<file path="config.mk">
export PLATFORM = sky130hd
export DESIGN_NAME = vbfs_apply
export DESIGN_NICKNAME = d
export VERILOG_FILES = /design/src/rtl/vbfs_apply.sv
export SDC_FILE = /design/constraint.sdc
export NUM_CORES = 1
export LEC_CHECK = 0
export BUFFER_PORTS_ARGS = -buffer_cell sky130_fd_sc_hd__buf_2
export CAP_MARGIN = 5
export CORE_UTILIZATION = 58
export CTS_BUF_LIST = sky130_fd_sc_hd__clkbuf_8
export CTS_CLUSTER_SIZE = 10
export DETAILED_ROUTE_END_ITERATION = 7
export PLACE_DENSITY = 0.88
export SYNTH_ARGS = -nofsm -noshare
export SYNTH_HDL_FRONTEND = slang
export SYNTH_SLANG_ARGS = --single-unit
export TNS_END_PERCENT = 20
</file>
<file path="constraint.sdc">
create_clock -name sys_clk -period 8.4 [get_ports sys_clk]
set_input_delay 0 -clock sys_clk [delete_from_list [all_inputs] [get_ports sys_clk]]
set_output_delay 0 -clock sys_clk [all_outputs]
set_load 0.05 [all_outputs]
</file>
<file path="src/rtl/vbfs_apply.sv">
// vbfs_apply: apply stage of the vertex-centric BFS pipeline.
// Emits one message per active node (sender = node id, level = level + 1),
// writes the node back with its active flag cleared, and forwards barrier
// tokens in order through a two-entry output queue.
// Optional feature macro: VBFS_APPLY_STATS_EN (enables the stat_sent counter).
module vbfs_apply (
    input  logic        sys_clk,
    input  logic        sys_rst,
    input  logic [31:0] level_in,
    input  logic [31:0] nodeid_in,
    input  logic [31:0] state_in_parent,
    input  logic        state_in_active,
    input  logic        barrier_in,
    input  logic        valid_in,
    output logic        ready,
    output logic [31:0] nodeid_out,
    output logic [31:0] state_out_parent,
    output logic        state_out_active,
    output logic        state_wr_valid,
    output logic [31:0] message_out_sender,
    output logic [31:0] message_out_level,
    output logic        message_barrier,
    output logic        message_valid,
    input  logic        message_ack,
    output logic [31:0] stat_sent
);

    localparam int unsigned W     = 32;
    localparam int unsigned DEPTH = 2;
    localparam int unsigned CW    = 2;

    logic [CW-1:0] count;
    logic          wr_ptr;
    logic          rd_ptr;
    logic [W-1:0]  fifo_sender  [DEPTH];
    logic [W-1:0]  fifo_level   [DEPTH];
    logic          fifo_barrier [DEPTH];

    logic accept;
    logic enq;
    logic deq;
    logic node_wb;

    // Handshake decode; ready depends only on the registered occupancy, so a
    // dequeue never frees a slot for an enqueue in the same cycle.
    assign ready         = (count < CW'(DEPTH));
    assign accept        = valid_in && ready;
    assign node_wb       = accept && !barrier_in && state_in_active;
    assign enq           = accept && (barrier_in || state_in_active);
    assign message_valid = (count != '0);
    assign deq           = message_valid && message_ack;

    // Head entry drives the message outputs; zeros while the queue is empty.
    assign message_out_sender = message_valid ? fifo_sender[rd_ptr]  : '0;
    assign message_out_level  = message_valid ? fifo_level[rd_ptr]   : '0;
    assign message_barrier    = message_valid ? fifo_barrier[rd_ptr] : 1'b0;

    // Writeback always clears the active flag.
    assign state_out_active = 1'b0;

    // Output queue storage, pointers and occupancy.
    always_ff @(posedge sys_clk) begin
        if (sys_rst) begin
            count  <= '0;
            wr_ptr <= 1'b0;
            rd_ptr <= 1'b0;
            for (int unsigned i = 0; i < DEPTH; i++) begin
                fifo_sender[i]  <= '0;
                fifo_level[i]   <= '0;
                fifo_barrier[i] <= 1'b0;
            end
        end else begin
            if (enq) begin
                fifo_sender[wr_ptr]  <= barrier_in ? '0 : nodeid_in;
                fifo_level[wr_ptr]   <= barrier_in ? level_in : level_in + W'(1);
                fifo_barrier[wr_ptr] <= barrier_in;
                wr_ptr               <= ~wr_ptr;
            end
            if (deq) begin
                rd_ptr <= ~rd_ptr;
            end
            case ({enq, deq})
                2'b10:   count <= count + CW'(1);
                2'b01:   count <= count - CW'(1);
                default: count <= count;
            endcase
        end
    end

    // Registered writeback strobe, one cycle after an active node is accepted.
    always_ff @(posedge sys_clk) begin
        if (sys_rst) begin
            state_wr_valid   <= 1'b0;
            nodeid_out       <= '0;
            state_out_parent <= '0;
        end else begin
            state_wr_valid <= node_wb;
            if (node_wb) begin
                nodeid_out       <= nodeid_in;
                state_out_parent <= state_in_parent;
            end
        end
    end

`ifdef VBFS_APPLY_STATS_EN
    logic [W-1:0] sent_cnt;

    // Messages sent since the last barrier, saturating; cleared when a barrier leaves.
    always_ff @(posedge sys_clk) begin
        if (sys_rst) begin
            sent_cnt <= '0;
        end else if (deq) begin
            if (fifo_barrier[rd_ptr]) begin
                sent_cnt <= '0;
            end else if (sent_cnt != '1) begin
                sent_cnt <= sent_cnt + W'(1);
            end
        end
    end

    assign stat_sent = sent_cnt;
`else
    assign stat_sent = '0;
`endif

endmodule

</file>
After elaboration in Yosys (flattened, before gate mapping). Memory sizes are Yosys's and may differ from the RTL's. A register that Yosys moved wholly into a read port is not among the register bits. Cells that the tools add are included.

Flip-flop bits (word level): 69. RAM bits: 130. Memories: 3.

Memory list: fifo_level (depth 2, width 32, rd ports 1, clocked after memory_dff 1, write ports 2, line 36) `logic [W-1:0] fifo_level [DEPTH];`; fifo_sender (depth 2, width 32, rd ports 1, clocked after memory_dff 1, write ports 2, line 35) `logic [W-1:0] fifo_sender [DEPTH];`; fifo_barrier (depth 2, width 1, rd ports 1, clocked after memory_dff 1, write ports 2, line 37) `logic fifo_barrier [DEPTH];`.

$add $sub $neg: 3. Order comparisons: 1. Equality and inequality tests: 2. Mux-type cells: 26. Bitwise logic cells: 2. Reductions and logical operators: 12.

Operators by type and width (count): $mux W32 (6); $reduce_or A32 Y1 (2); $add A32 B1 Y32 const B (1); $mux W1 (19); $logic_and A1 B1 Y1 (5); $pmux W2 S2 (1); $reduce_bool A2 Y1 (2); $add A2 B1 Y2 const B (1); $eq A2 B1 Y1 const B (1); $eq A2 B2 Y1 const B (1); $lt A2 B2 Y1 const B (1); $not A1 Y1 (2); $sub A2 B1 Y2 const B (1); $logic_not A1 Y1 (1); $logic_or A1 B1 Y1 (1); $reduce_or A1 Y1 (1).

Logic depth before layout (Yosys ltp).
Word-level depth: 8. Mapped depth: 7. Depth with buffers taken out: 7.

Least setup slack after synthesis. Ideal clock, no wire load.

Path kind: register to register. From: reg count[1]. To: mem fifo_barrier[0] (enable). Library setup time: 0.502 ns. Data arrival time: 3.715 ns. Required time: 7.898 ns. Setup slack: 4.183 ns. Cell stages (with the launch flop): 4. Clock period less this slack: 4.217 ns. Path through: dfxtp_1 -> nor2b_1 -> o21ai_0 -> o21bai_1.

RTL lines: start, declared (line 32) `logic [CW-1:0] count;`; start signal, assigned (line 83) `2'b10: count <= count + CW'(1);`; start signal, assigned (line 84) `2'b01: count <= count - CW'(1);`; start signal, assigned (line 85) `default: count <= count;`; end, declared (line 37).

==> results.toml <==
[detailed_routing]
wl_per_cell_um = 18.5
drtIter0Drc = 788
firstDrtPassIters = 8
wirelength_um = 26400
num_vias = 8272
drt-vias-per-instance = 5.79
detail-route-antenna-nets = 0
drc = 1

[clocking]
clk_pin_slew_ps = 100
post_cts_buffers = 0
clock_latency_ps = 490
ctsRootBufferMaster = "clkbuf_8"
cts_tree = "built"
cts_sinks = 200
numCtsBuffers = 17
htreeDepth = 4
clockBufferDepth = 2

[place]
gp_congestion = 0.899
dp_cells = 1293
hpwl_um = 14500
place_area_mm2 = 0.0104
numPortBuffers = 233

[critical_path]
endpoint_kind = "flop"
critPathMaxFanout = 65
r2r_setup_slack_ps = 5740
worst_ep_required_time_ps = 8500
reg2reg_depth = 3
crit_type = "reg -> reg"
critPathLaunchType = "flop"
critPathArrivalTime_ps = 2770

[floorplanning]
die_height_um = 128
design.die.area_mm2 = 0.0164
io_pins = 267
fp.dieW_um = 128
initial_core_util_pct = 60.1
row_count = 45
core-area_mm2 = 0.0154

[cells_and_area]
fin_cells = 1429
multiInputGateArea_mm2 = 0.00357
layout.nets = 1307
layout-drive-gt1-share_pct = 23.8
final_util_pct = 76.9
fillers = 942
area_growth_pct = 28.0
regArea_mm2 = 0.00531
final_design_area_no_fill_mm2 = 0.0118
layout_common_cells = "233 x buf_2, 147 x nand2_1, 130 x edfxtp_1, 100 x dlygate4sd3_1, 99 x nor2_1"
final_common_cell = "buf_2"

[sta]
maxSlewViolCount = 0
finalSetupViolCount = 0
fmax_ghz = 0.376
hold_viol_final = 0
fin_skew_ps = 19.3
rsz0062_at_grt = "false"
relSlewSlack_pct = 14.4
setup_tns_ps = 0
period_needed_ps = 2660
post-route-period-util_pct = 31.7
tightestPinTransition_ps = 1270

[power_and_ir_drop]
power_leakage_nw = 5.07
power_mw = 2.92
cellPowerDensity_mw_per_mm2 = 247
ir_drop_v = 0.000151

[logic_synthesis]
syn_avg_cell_area_um2 = 10.2
synth_cell_type_count = 40
syn_area_mm2 = 0.00924
ys_seq_elements = 200
synth-async-reset-ratio_pct = 0
seq_area_frac_synth_pct = 57.4
ys.flop_type = "edfxtp_1"
synth_warnings = 0
syn_inst = 908
synth-edff-count = 130

[grt]
grt_pass1_vias = 8044
gr-total-overflow = 0
gr-usage-all-layers_pct = 33.0
grt_max_degree = 75
grt_antenna_before_repair = 2
grt_pass1_wl_um = 41500

[run]
drv_cap = 0

[min_path]
hold_depth = 3
hold_path.class = "in -> reg"

[status]
status = "finished, violations left"
violations = "DRC"
## layout make-up
cell class              instances  area share (%)
clock inverters                14            1.35
multi-input cells             638            30.2
clock buffers                  18            2.10
repair buffers                341            19.0
diodes                          2          0.0423
inverters                       5           0.159
flip-flops and latches        200            44.9
well taps                     211            2.23
## critical path: stages, from the launching register on
cell and delay, ps:
dfxtp_1 400, nand4bb_1 380, or2_2 640, nand2b_4 800
## synthesized netlist by cell type (6+ instances only)
master    number  area (um^2)
o311ai_0       8         70.1
xor2_1        11         96.3
nand4_1       17          106
nor2_1       102          383
and2_1         6         37.5
o31ai_1       11         82.6
a21oi_1       95          475
or4_1          8         60.1
nand2_1      147          552
dfxtp_1       70         1400
mux2i_1       66          661
buf_1         14         52.6
nor3_1         8         40.0
and3_1        69          432
buf_4         33          248
clkbuf_1      48          180
nand3_1       14         70.1
edfxtp_1     130         3900
## metal layers
layer  track usage, %  up-vias  part of all wire, %
li1                 -     3746                    -
met1             40.2     3831                   37
met2             53.2      575                   48
met3             8.51      120                  9.5
met4             18.8        0                  5.0
met5                0        -                    0
## where the power goes
group          switching [mW]  leakage [nW]  internal (mW)
registers              0.0945          1.94           1.16
clock network           0.363         0.211          0.282
logic                   0.753          2.91          0.272
total                    1.21          5.07           1.71
## kinds of logic after synthesis
family | count (synthesis) | synth area share (%)
AOI/OAI and AO/OA | 122 | 7.29
xor gates and xnor gates | 16 | 1.52
adders and majority gates | 2 | 0.271
buffers and inverters | 102 | 5.58
DFF | 200 | 57.4
muxes | 66 | 7.15
other | 1 | 0.0406
and+or+nand+nor | 399 | 20.7
## worst paths after layout
path                             from             endpoint
hold / removal             barrier_in      fifo_barrier[0]
setup reg to reg             count[1]   fifo_sender[1][24]
setup / recovery             count[1]   fifo_sender[1][24]
hold reg to reg   state_out_parent[9]  state_out_parent[9]
## timing repair
action / in CTS / in global routing
setup endpoints to repair: 0 / 0
resized for setup: 0 / 0
hold buffers: 100 / 0
endpoints found under the hold margin: 188 / 0
## registers in the layout, summed over array words and instances (netlist names), named ones only
signal	cells
nodeid_out	32
fifo_barrier	2
wr_ptr	1
fifo_level	64
rd_ptr	1
count	2
state_out_parent	32
state_wr_valid	1
fifo_sender	64
## metrics by stage
stage	hold slack [ps]	setup slack [ps]
floorplan	136	4180
global placement	240	5620
detailed placement	246	5530
CTS	16.4	5290
global route	44.8	5600
finish	43.7	5740
Power figures use the tool's default switching activity.
